[config.mk]
export PLATFORM = sky130hd
export DESIGN_NAME = updown_sweep_ctrl
export DESIGN_NICKNAME = d
export VERILOG_FILES = /design/src/rtl/updown_sweep_ctrl.sv
export SDC_FILE = /design/constraint.sdc
export NUM_CORES = 1
export LEC_CHECK = 0
export ABC_CLOCK_PERIOD_IN_PS = 2060
export CAP_MARGIN = 20
export CORE_MARGIN = 2
export CORE_UTILIZATION = 44
export CTS_BUF_LIST = sky130_fd_sc_hd__clkbuf_4 sky130_fd_sc_hd__clkbuf_8 sky130_fd_sc_hd__clkbuf_16
export CTS_CLUSTER_DIAMETER = 120
export CTS_CLUSTER_SIZE = 28
export DETAILED_ROUTE_END_ITERATION = 6
export PLACE_DENSITY = 0.68
export SYNTH_ARGS = -nofsm -noshare
export SYNTH_HDL_FRONTEND = slang
export SYNTH_SLANG_ARGS = --single-unit
[constraint.sdc]
create_clock -name clk -period 2.06 [get_ports clk]
set_clock_uncertainty 0.1 [all_clocks]
set_input_delay 0.206 -clock clk [delete_from_list [all_inputs] [get_ports clk]]
set_output_delay 0.206 -clock clk [all_outputs]
set_load 0.02 [all_outputs]
[src/rtl/updown_sweep_ctrl.sv]
// rtl/updown_sweep_ctrl.sv - bounded triangle sweep sequencer owning a 4-bit up/down count
// Optional SWEEP_PAUSE_EN adds a pause input that freezes an active sweep.
module updown_sweep_ctrl #(
    parameter int WIDTH   = 4,
    parameter int DWELL_W = 8,
    parameter int SWP_W   = 4
) (
    input  logic               clk,
    input  logic               rst,
    input  logic               start,
    input  logic               stop,
`ifdef SWEEP_PAUSE_EN
    input  logic               pause,
`endif
    input  logic [WIDTH-1:0]   lo_lim,
    input  logic [WIDTH-1:0]   hi_lim,
    input  logic [DWELL_W-1:0] dwell_cyc,
    input  logic [SWP_W-1:0]   num_sweeps,
    output logic [WIDTH-1:0]   count,
    output logic               up_down,
    output logic               busy,
    output logic               done,
    output logic               aborted,
    output logic               cfg_err
);

    typedef enum logic [2:0] {
        IDLE,
        RAMP_UP,
        DWELL_HI,
        RAMP_DOWN,
        DWELL_LO
    } state_t;

    state_t             state;
    logic [WIDTH-1:0]   lo_r;
    logic [WIDTH-1:0]   hi_r;
    logic [DWELL_W-1:0] dwell_r;
    logic [DWELL_W-1:0] dwell_cnt;
    logic [SWP_W-1:0]   nsw_r;
    logic [SWP_W-1:0]   sw_rem;
    logic [WIDTH-1:0]   cnt_inc;
    logic [WIDTH-1:0]   cnt_dec;
    logic               hold;

`ifdef SWEEP_PAUSE_EN
    assign hold = pause;
`else
    assign hold = 1'b0;
`endif

    // Limits are validated at start, so these never wrap inside a sweep.
    assign cnt_inc = count + {{(WIDTH-1){1'b0}}, 1'b1};
    assign cnt_dec = count - {{(WIDTH-1){1'b0}}, 1'b1};

    always_ff @(posedge clk) begin
        if (rst) begin
            state     <= IDLE;
            count     <= '0;
            up_down   <= 1'b1;
            busy      <= 1'b0;
            done      <= 1'b0;
            aborted   <= 1'b0;
            cfg_err   <= 1'b0;
            lo_r      <= '0;
            hi_r      <= '0;
            dwell_r   <= '0;
            dwell_cnt <= '0;
            nsw_r     <= '0;
            sw_rem    <= '0;
        end else begin
            done    <= 1'b0;
            aborted <= 1'b0;
            cfg_err <= 1'b0;
            if (state == IDLE) begin
                if (start && !stop) begin
                    if (lo_lim >= hi_lim) begin
                        cfg_err <= 1'b1;
                    end else begin
                        lo_r      <= lo_lim;
                        hi_r      <= hi_lim;
                        dwell_r   <= dwell_cyc;
                        nsw_r     <= num_sweeps;
                        sw_rem    <= num_sweeps;
                        dwell_cnt <= '0;
                        count     <= lo_lim;
                        state     <= RAMP_UP;
                        up_down   <= 1'b1;
                        busy      <= 1'b1;
                    end
                end
            end else if (stop) begin
                // Abort wins over everything, including a simultaneous end of sweep.
                state   <= IDLE;
                aborted <= 1'b1;
                busy    <= 1'b0;
                up_down <= 1'b1;
            end else if (!hold) begin
                case (state)
                    RAMP_UP: begin
                        count <= cnt_inc;
                        if (cnt_inc == hi_r) begin
                            state     <= DWELL_HI;
                            dwell_cnt <= '0;
                        end
                    end
                    DWELL_HI: begin
                        if (dwell_cnt == dwell_r) begin
                            state   <= RAMP_DOWN;
                            up_down <= 1'b0;
                        end else begin
                            dwell_cnt <= dwell_cnt + {{(DWELL_W-1){1'b0}}, 1'b1};
                        end
                    end
                    RAMP_DOWN: begin
                        count <= cnt_dec;
                        if (cnt_dec == lo_r) begin
                            state     <= DWELL_LO;
                            dwell_cnt <= '0;
                        end
                    end
                    DWELL_LO: begin
                        if (dwell_cnt == dwell_r) begin
                            if (nsw_r == '0 || sw_rem > {{(SWP_W-1){1'b0}}, 1'b1}) begin
                                if (nsw_r != '0)
                                    sw_rem <= sw_rem - {{(SWP_W-1){1'b0}}, 1'b1};
                                state   <= RAMP_UP;
                                up_down <= 1'b1;
                            end else begin
                                state   <= IDLE;
                                busy    <= 1'b0;
                                done    <= 1'b1;
                                up_down <= 1'b1;
                            end
                        end else begin
                            dwell_cnt <= dwell_cnt + {{(DWELL_W-1){1'b0}}, 1'b1};
                        end
                    end
                    default: begin
                        state   <= IDLE;
                        busy    <= 1'b0;
                        up_down <= 1'b1;
                    end
                endcase
            end
        end
    end

endmodule

==> impl_metrics.toml <==
[routing]
ant_nets = 0
route.detailed.drc = 0
wl_mm = 6.14
route.met2.wl_mm = 2.94
dr_wl_met3_um = 301
top_layer = "met4"
first_pass_iters = 5
drt-initial-drc-count = 190
vias = 2326
viasPerCell = 5.43
m1WireLength_mm = 2.84
wl_per_cell_um = 14.3

[placement]
place_area_um2 = 3100
gp_congestion = 0.914
portBuffers = 32
placed_cells = 417
hpwl_mm = 4.49

[setup_path]
crit_path_end_kind = "flop"
cp_max_fo = 4
critPathTopFamily = "simple AND/OR/NAND/NOR gates"
slowest_delay_ns = 0.47
cp-start-kind = "flop"
regToRegSetupSlack_ns = 0.07
r2r_end = "state[1]"
critPathKind = "reg2reg"
crit_start = "count[0]"
reg2reg_depth = 8
worstPathArrival_ns = 2.13
critPathRequiredTime_ns = 2.20
crit_buf_inv = 1
path_depth = 8
cp_slowest_cell = "or4_1"
reg2reg_from = "count[0]"
crit_path_end = "state[1]"
crit_chain = "inv_1 -> ha_4 -> xor2_2 -> nand3_2 -> o21ai_2 -> nand2_1 -> or4_1 -> nand3_1"

[clock_tree]
cts_buffers = 5
root_buffer = "clkbuf_8"
cts_sinks = 44
clkTransAtPathRegs_ns = 0.08
htreeDepth = 2
cts_tree = "built"
clk_path_buf_depth = 2
worstSkewPairLatency_ns = 0.29

[power_and_ir_drop]
p_leak_nw = 1.46
p_total_w = 0.00219
power_frac_seq_pct = 43.1
p_per_area_nw_per_um2 = 657
vdd_drop_max_mv = 0.301
clkPwrFrac_pct = 24.3
switchingPower_w = 0.000699
intPower_w = 0.00149
p_comb_share_pct = 32.6
p_sw_share_pct = 31.9

[synth]
syn-num-nets = 334
seq_area_frac_synth_pct = 34.5
yosysWarnings = 0
async_reset_ff_share_pct = 0
synth_edf_count = 0
synth_top_flop_cell = "dfxtp_1"
synth-seq-cells = 44
synth.avg_cell_area_um2 = 8.48
synthCells = 301
syn-cell-area_um2 = 2550
synth.distinct_cells = 47

[sta]
fmax_ghz = 0.503
setup-violations-final = 0
final_hold_viol_count = 0
period_share_pct = 96.6
min_period_ns = 1.99
drv_slew = 0
tightest_slew_ns = 0.605
relSlewSlack_pct = 59.3

[global_routing]
grt.overflow.total = 0
track_usage_pct = 19.6
grt_pass1_wl_mm = 9.94
grt_pass1_vias = 2141
antenna_found_initial = 0
grt_max_degree = 20

[floorplan]
start_util_pct = 46.0
num_rows = 27
die_w_um = 80.1
ios = 33
die-height_um = 80.1
die-area_um2 = 6420
core_area_um2 = 5540

[layout]
fin_cells = 428
fill_cells = 498
design_area_um2 = 3340
layout_common_cells = "nor2_1 (43), dfxtp_1 (43), buf_4 (26)"
nNetsFinal = 389
layout-area-overhead-vs-synth_pct = 30.8
n_antenna_cell = 0
final_layout_size_suffix_gt1_share_pct = 21.9
final_util_pct = 60.3

[flow_run]
maxCapViolCount = 0

[hold_path]
worst_hold_path_type = "in2reg"

[status]
status = "complete, no violations"
power groups by stage:
stage / Sequential, W / Combinational [W] / Clock (W)
after floorplan: 0.000964 / 0.000418 / 0
after global placement: 0.000962 / 0.000634 / 0
after detailed placement: 0.000963 / 0.000640 / 0
after CTS: 0.000943 / 0.000664 / 0.000539
after global routing: 0.000951 / 0.000784 / 0.000572
final: 0.000944 / 0.000715 / 0.000534
synth_stat cells (3+ instances only):
cell type / number / share of area, %
xnor2_1: 13 / 4.5
or2_2: 3 / 0.74
a21o_1: 4 / 1.2
o21ai_0: 13 / 2.6
inv_1: 16 / 2.4
nor4_1: 7 / 1.7
nand2b_1: 3 / 0.74
a31oi_1: 3 / 0.74
ha_1: 9 / 4.4
o211ai_1: 5 / 1.5
and3_1: 6 / 1.5
a21bo_2: 3 / 1.2
nor3_1: 8 / 1.6
nand3_1: 11 / 2.2
a21oi_1: 15 / 2.9
nand2_1: 15 / 2.2
or4_1: 4 / 1.2
xor2_1: 4 / 1.4
clkbuf_1: 8 / 1.2
mux2i_1: 22 / 8.6
nor2_1: 46 / 6.8
o31ai_1: 3 / 0.88
buf_2: 4 / 0.78
dfxtp_1: 44 / 35
or3_1: 5 / 1.2
what timing repair did:
item	CTS	global route
endpoints found under the setup margin	38	37
buffers inserted	0	3
resized for setup	22	24
hold buffers	0	0
pin swaps	4	13
cloned	1	0
layout make-up:
cell class / count / area [um^2] / share of cell area, %
clock inverters: 1 / 5.00 / 0.150
repair buffers: 64 / 583 / 17.5
well taps: 72 / 90.1 / 2.70
clock buffers: 6 / 76.3 / 2.29
multi-input cells: 225 / 1640 / 49.2
inverters: 16 / 60.1 / 1.80
flip-flops and latches: 44 / 882 / 26.4
registers in the layout (all words and copies together) (netlist names), 3 cells and up:
| signal | cells |
|---|---|
| dwell_cnt | 8 |
| dwell_r | 8 |
| count | 4 |
| hi_r | 4 |
| lo_r | 4 |
| nsw_r | 4 |
| sw_rem | 4 |
| state | 3 |
layer usage:
layer / GRT usage [%] / vias up
li1: - / 1167
met5: 0 / -
met4: 5.59 / 0
met2: 31.8 / 49
met3: 4.27 / 6
met1: 26.2 / 1104
worst min-delay path: stages:
cell,delay (ns)
dlymetal6s2s_1,0.11
buf_4,0.12
mux2i_1,0.05
nor2_1,0.07
worst min-delay path by stage:
stage / start / endpoint / slack, ns / depth (start not counted)
6_report: lo_lim[2] / lo_r[2] / 0.20 / 4
5_1_grt: lo_lim[2] / lo_r[2] / 0.24 / 4
4_1_cts: hi_lim[1] / hi_r[1] / 0.22 / 3
3_5_place_dp: sw_rem[1] / sw_rem[1] / 0.39 / 2
3_3_place_gp: hi_r[2] / hi_r[2] / 0.39 / 2
2_1_floorplan: start / cfg_err / 0.24 / 2
through the flow:
step           setup slack, ns  hold slack (ns)  TNS [ns]
5_1_grt                -0.0147            0.243   -0.0156
3_3_place_gp            -0.471            0.386    -16.12
3_5_place_dp            -0.521            0.394    -17.91
2_1_floorplan          -0.0163            0.237   -0.0163
4_1_cts                0.00553            0.217         0
6_report                0.0707            0.203         0
kinds of logic after synthesis:
| group | count (synthesis) | synth area share (%) |
|---|---|---|
| AOI/OAI and AO/OA | 60 | 16.2 |
| xor gates and xnor gates | 19 | 7.60 |
| adders and majority gates | 9 | 4.41 |
| buffers and inverters | 32 | 6.52 |
| DFF | 44 | 34.5 |
| muxes | 22 | 8.63 |
| and+or+nand+nor | 115 | 22.1 |
(Power assumes the default switching activity.)
==> RTL change: new RTL, config.mk and constraints unchanged <==
Build with the macro `SWEEP_PAUSE_EN` defined.
--- a/src/rtl/updown_sweep_ctrl.sv
+++ b/src/rtl/updown_sweep_ctrl.sv
@@ -1,4 +1,6 @@
 // rtl/updown_sweep_ctrl.sv - bounded triangle sweep sequencer owning a 4-bit up/down count
 // Optional SWEEP_PAUSE_EN adds a pause input that freezes an active sweep.
+`define SWEEP_PAUSE_EN
+
 module updown_sweep_ctrl #(
     parameter int WIDTH   = 4,
Interface: changed (added pause); port bits go from 33 to 34. No check against the original RTL was run, so the function may have changed too.
==> RTL change against the unedited design <==
- sequential cell count did not move
- area after synthesis decreased by 2.0%
- wire length is 5.6% higher
- core utilization rose by 3.1 points
- combinational power grew 51%
- cell area grew 4.5%
- worst setup slack lost 0.034 ns
- total power is 24% higher
- critical path type is now in -> reg
==> RTL change: results (changes against the unedited design) <==
metric,value,unit,change
vias in the first global route,2283,,+6.6%
slew at the pin closest to its max-slew limit,0.615,ns,+0.00996 ns
Synth Area in Compound Gates,0.211,,+0.0484
reg2reg end,dwell_cnt[7],,
FF-to-FF path depth,8,,unchanged
P_int,1.79,mW,+20%
mux cell area share after synthesis,0.0320,,-0.0543
GR Layer Usage met3,0.0339,,-0.00876
port bufs,33,,+3.1%
reported clock group power,0.651,mW,+22%
hold path depth,3,,-1
wire per inst,14.1,um,-1.8%
total track usage,0.213,,+0.0163
met3 wire length,345,um,+15%
met1 global-route usage,0.290,,+0.0279
Leak Pwr,1.47,nW,+0.53%
post-CTS setup buffers,1,,+1
XOR/XNOR Fraction of Synth Area,0.0736,,-0.00244
biggest regs,"dwell_cnt (8), dwell_r (8)",,
DR top layer,met4,,
WL met1,2950,um,+3.7%
worst min-delay path endpoint,hi_r[1],,
Max Fanout on Critical Path,6,,+2
CP max-delay cell,a2111o_1,,
clk slew on worst S/H paths,0.08,ns,about the same
Crit Reg-Reg Startpoint,count[0],,
via count,2446,,+5.2%
Worst Setup EP,count[2],,
drt first pass iters,4,,-1
"Async S/R FF share, synth",0,,unchanged
GPL Wtd Cong,0.880,,-3.7%
clock latency on the worst-skew pair,0.29,ns,about the same
"Seq/Total Area, Yosys",0.352,,+0.00709
WL met2,3100,um,+5.6%
status,"finished, final reports clean",,
NumNets Final,421,,+8.2%
DR iter-0 viols,118,,-38%
pin count of the biggest net entering global routing,27,,+35%
WP data arrival,2.11,ns,-0.02 ns
CP top delay family,compound AO/OA/AOI/OAI gates,,
post-synthesis cell type count,50,,+6.4%
hpwl dp,4660,um,+3.8%
GR Util met2,0.345,,+0.0274
layout cells sized above 1,0.258,,+0.0386
most frequent cells after synthesis,"57 x nand2_1, 44 x dfxtp_1, 31 x a21oi_1, 19 x o21ai_0, 16 x nor2_1",,
CP max stage delay,0.50,ns,+0.03 ns
synth top area cells,"dfxtp_1 35%, nand2_1 8.6%, a21oi_1 6.2%",,
Hold Startpoint,hi_lim[1],,
CTS-repair resized insts,26,,+18%
Hold Crit Class,in -> reg,,
start point of the critical path,lo_lim[1],,
post-synthesis adder-cell area fraction,0.0450,,+0.000906
syn_nets,347,,+3.9%
maximum vdd drop,0.475,mV,+58%
Longest Clk Path Bufs,2,,unchanged
global-route wire length before repair,10600,um,+6.6%
power share of the combinational group,0.399,,+0.073
initial antenna violation count,0,,unchanged
Min Hold Slack,0.0816,ns,-0.121 ns
Synth Flop Type,dfxtp_1,,
[RTL change: cell count changes after synthesis, sizes merged, moves of 6 or more]
cell and change:
nand2 +42, nor2 -30, a21oi +17, mux2i -14, xor2 +10, inv -7, xnor2 -6
[RTL change: metrics by stage]
stage | area [um2] | setup WS, ns | cells | power [mW] | utilization
6_report | 3490 | 0.0363 | 460 | 2.71 | 0.633
5_1_grt | 3490 | -0.0313 | 460 | 2.87 | 0.633
4_1_cts | 3360 | -0.0123 | 456 | 2.63 | 0.610
3_5_place_dp | 3200 | -0.628 | 447 | 1.95 | 0.581
3_3_place_gp | 3200 | -0.592 | 447 | 1.94 | 0.581
2_1_floorplan | 2510 | -0.00126 | 313 | 1.55 | -
[RTL change: cell type report]
type                            instances  area (um2)
Multi-Input combinational cell        244        1660
Clock inverter                          1        8.76
Tap cell                               72        90.1
Inverter                                9        36.3
Fill cell                             460        2020
Sequential cell                        44         896
Clock buffer                            7         108
Timing Repair Buffer                   83         689
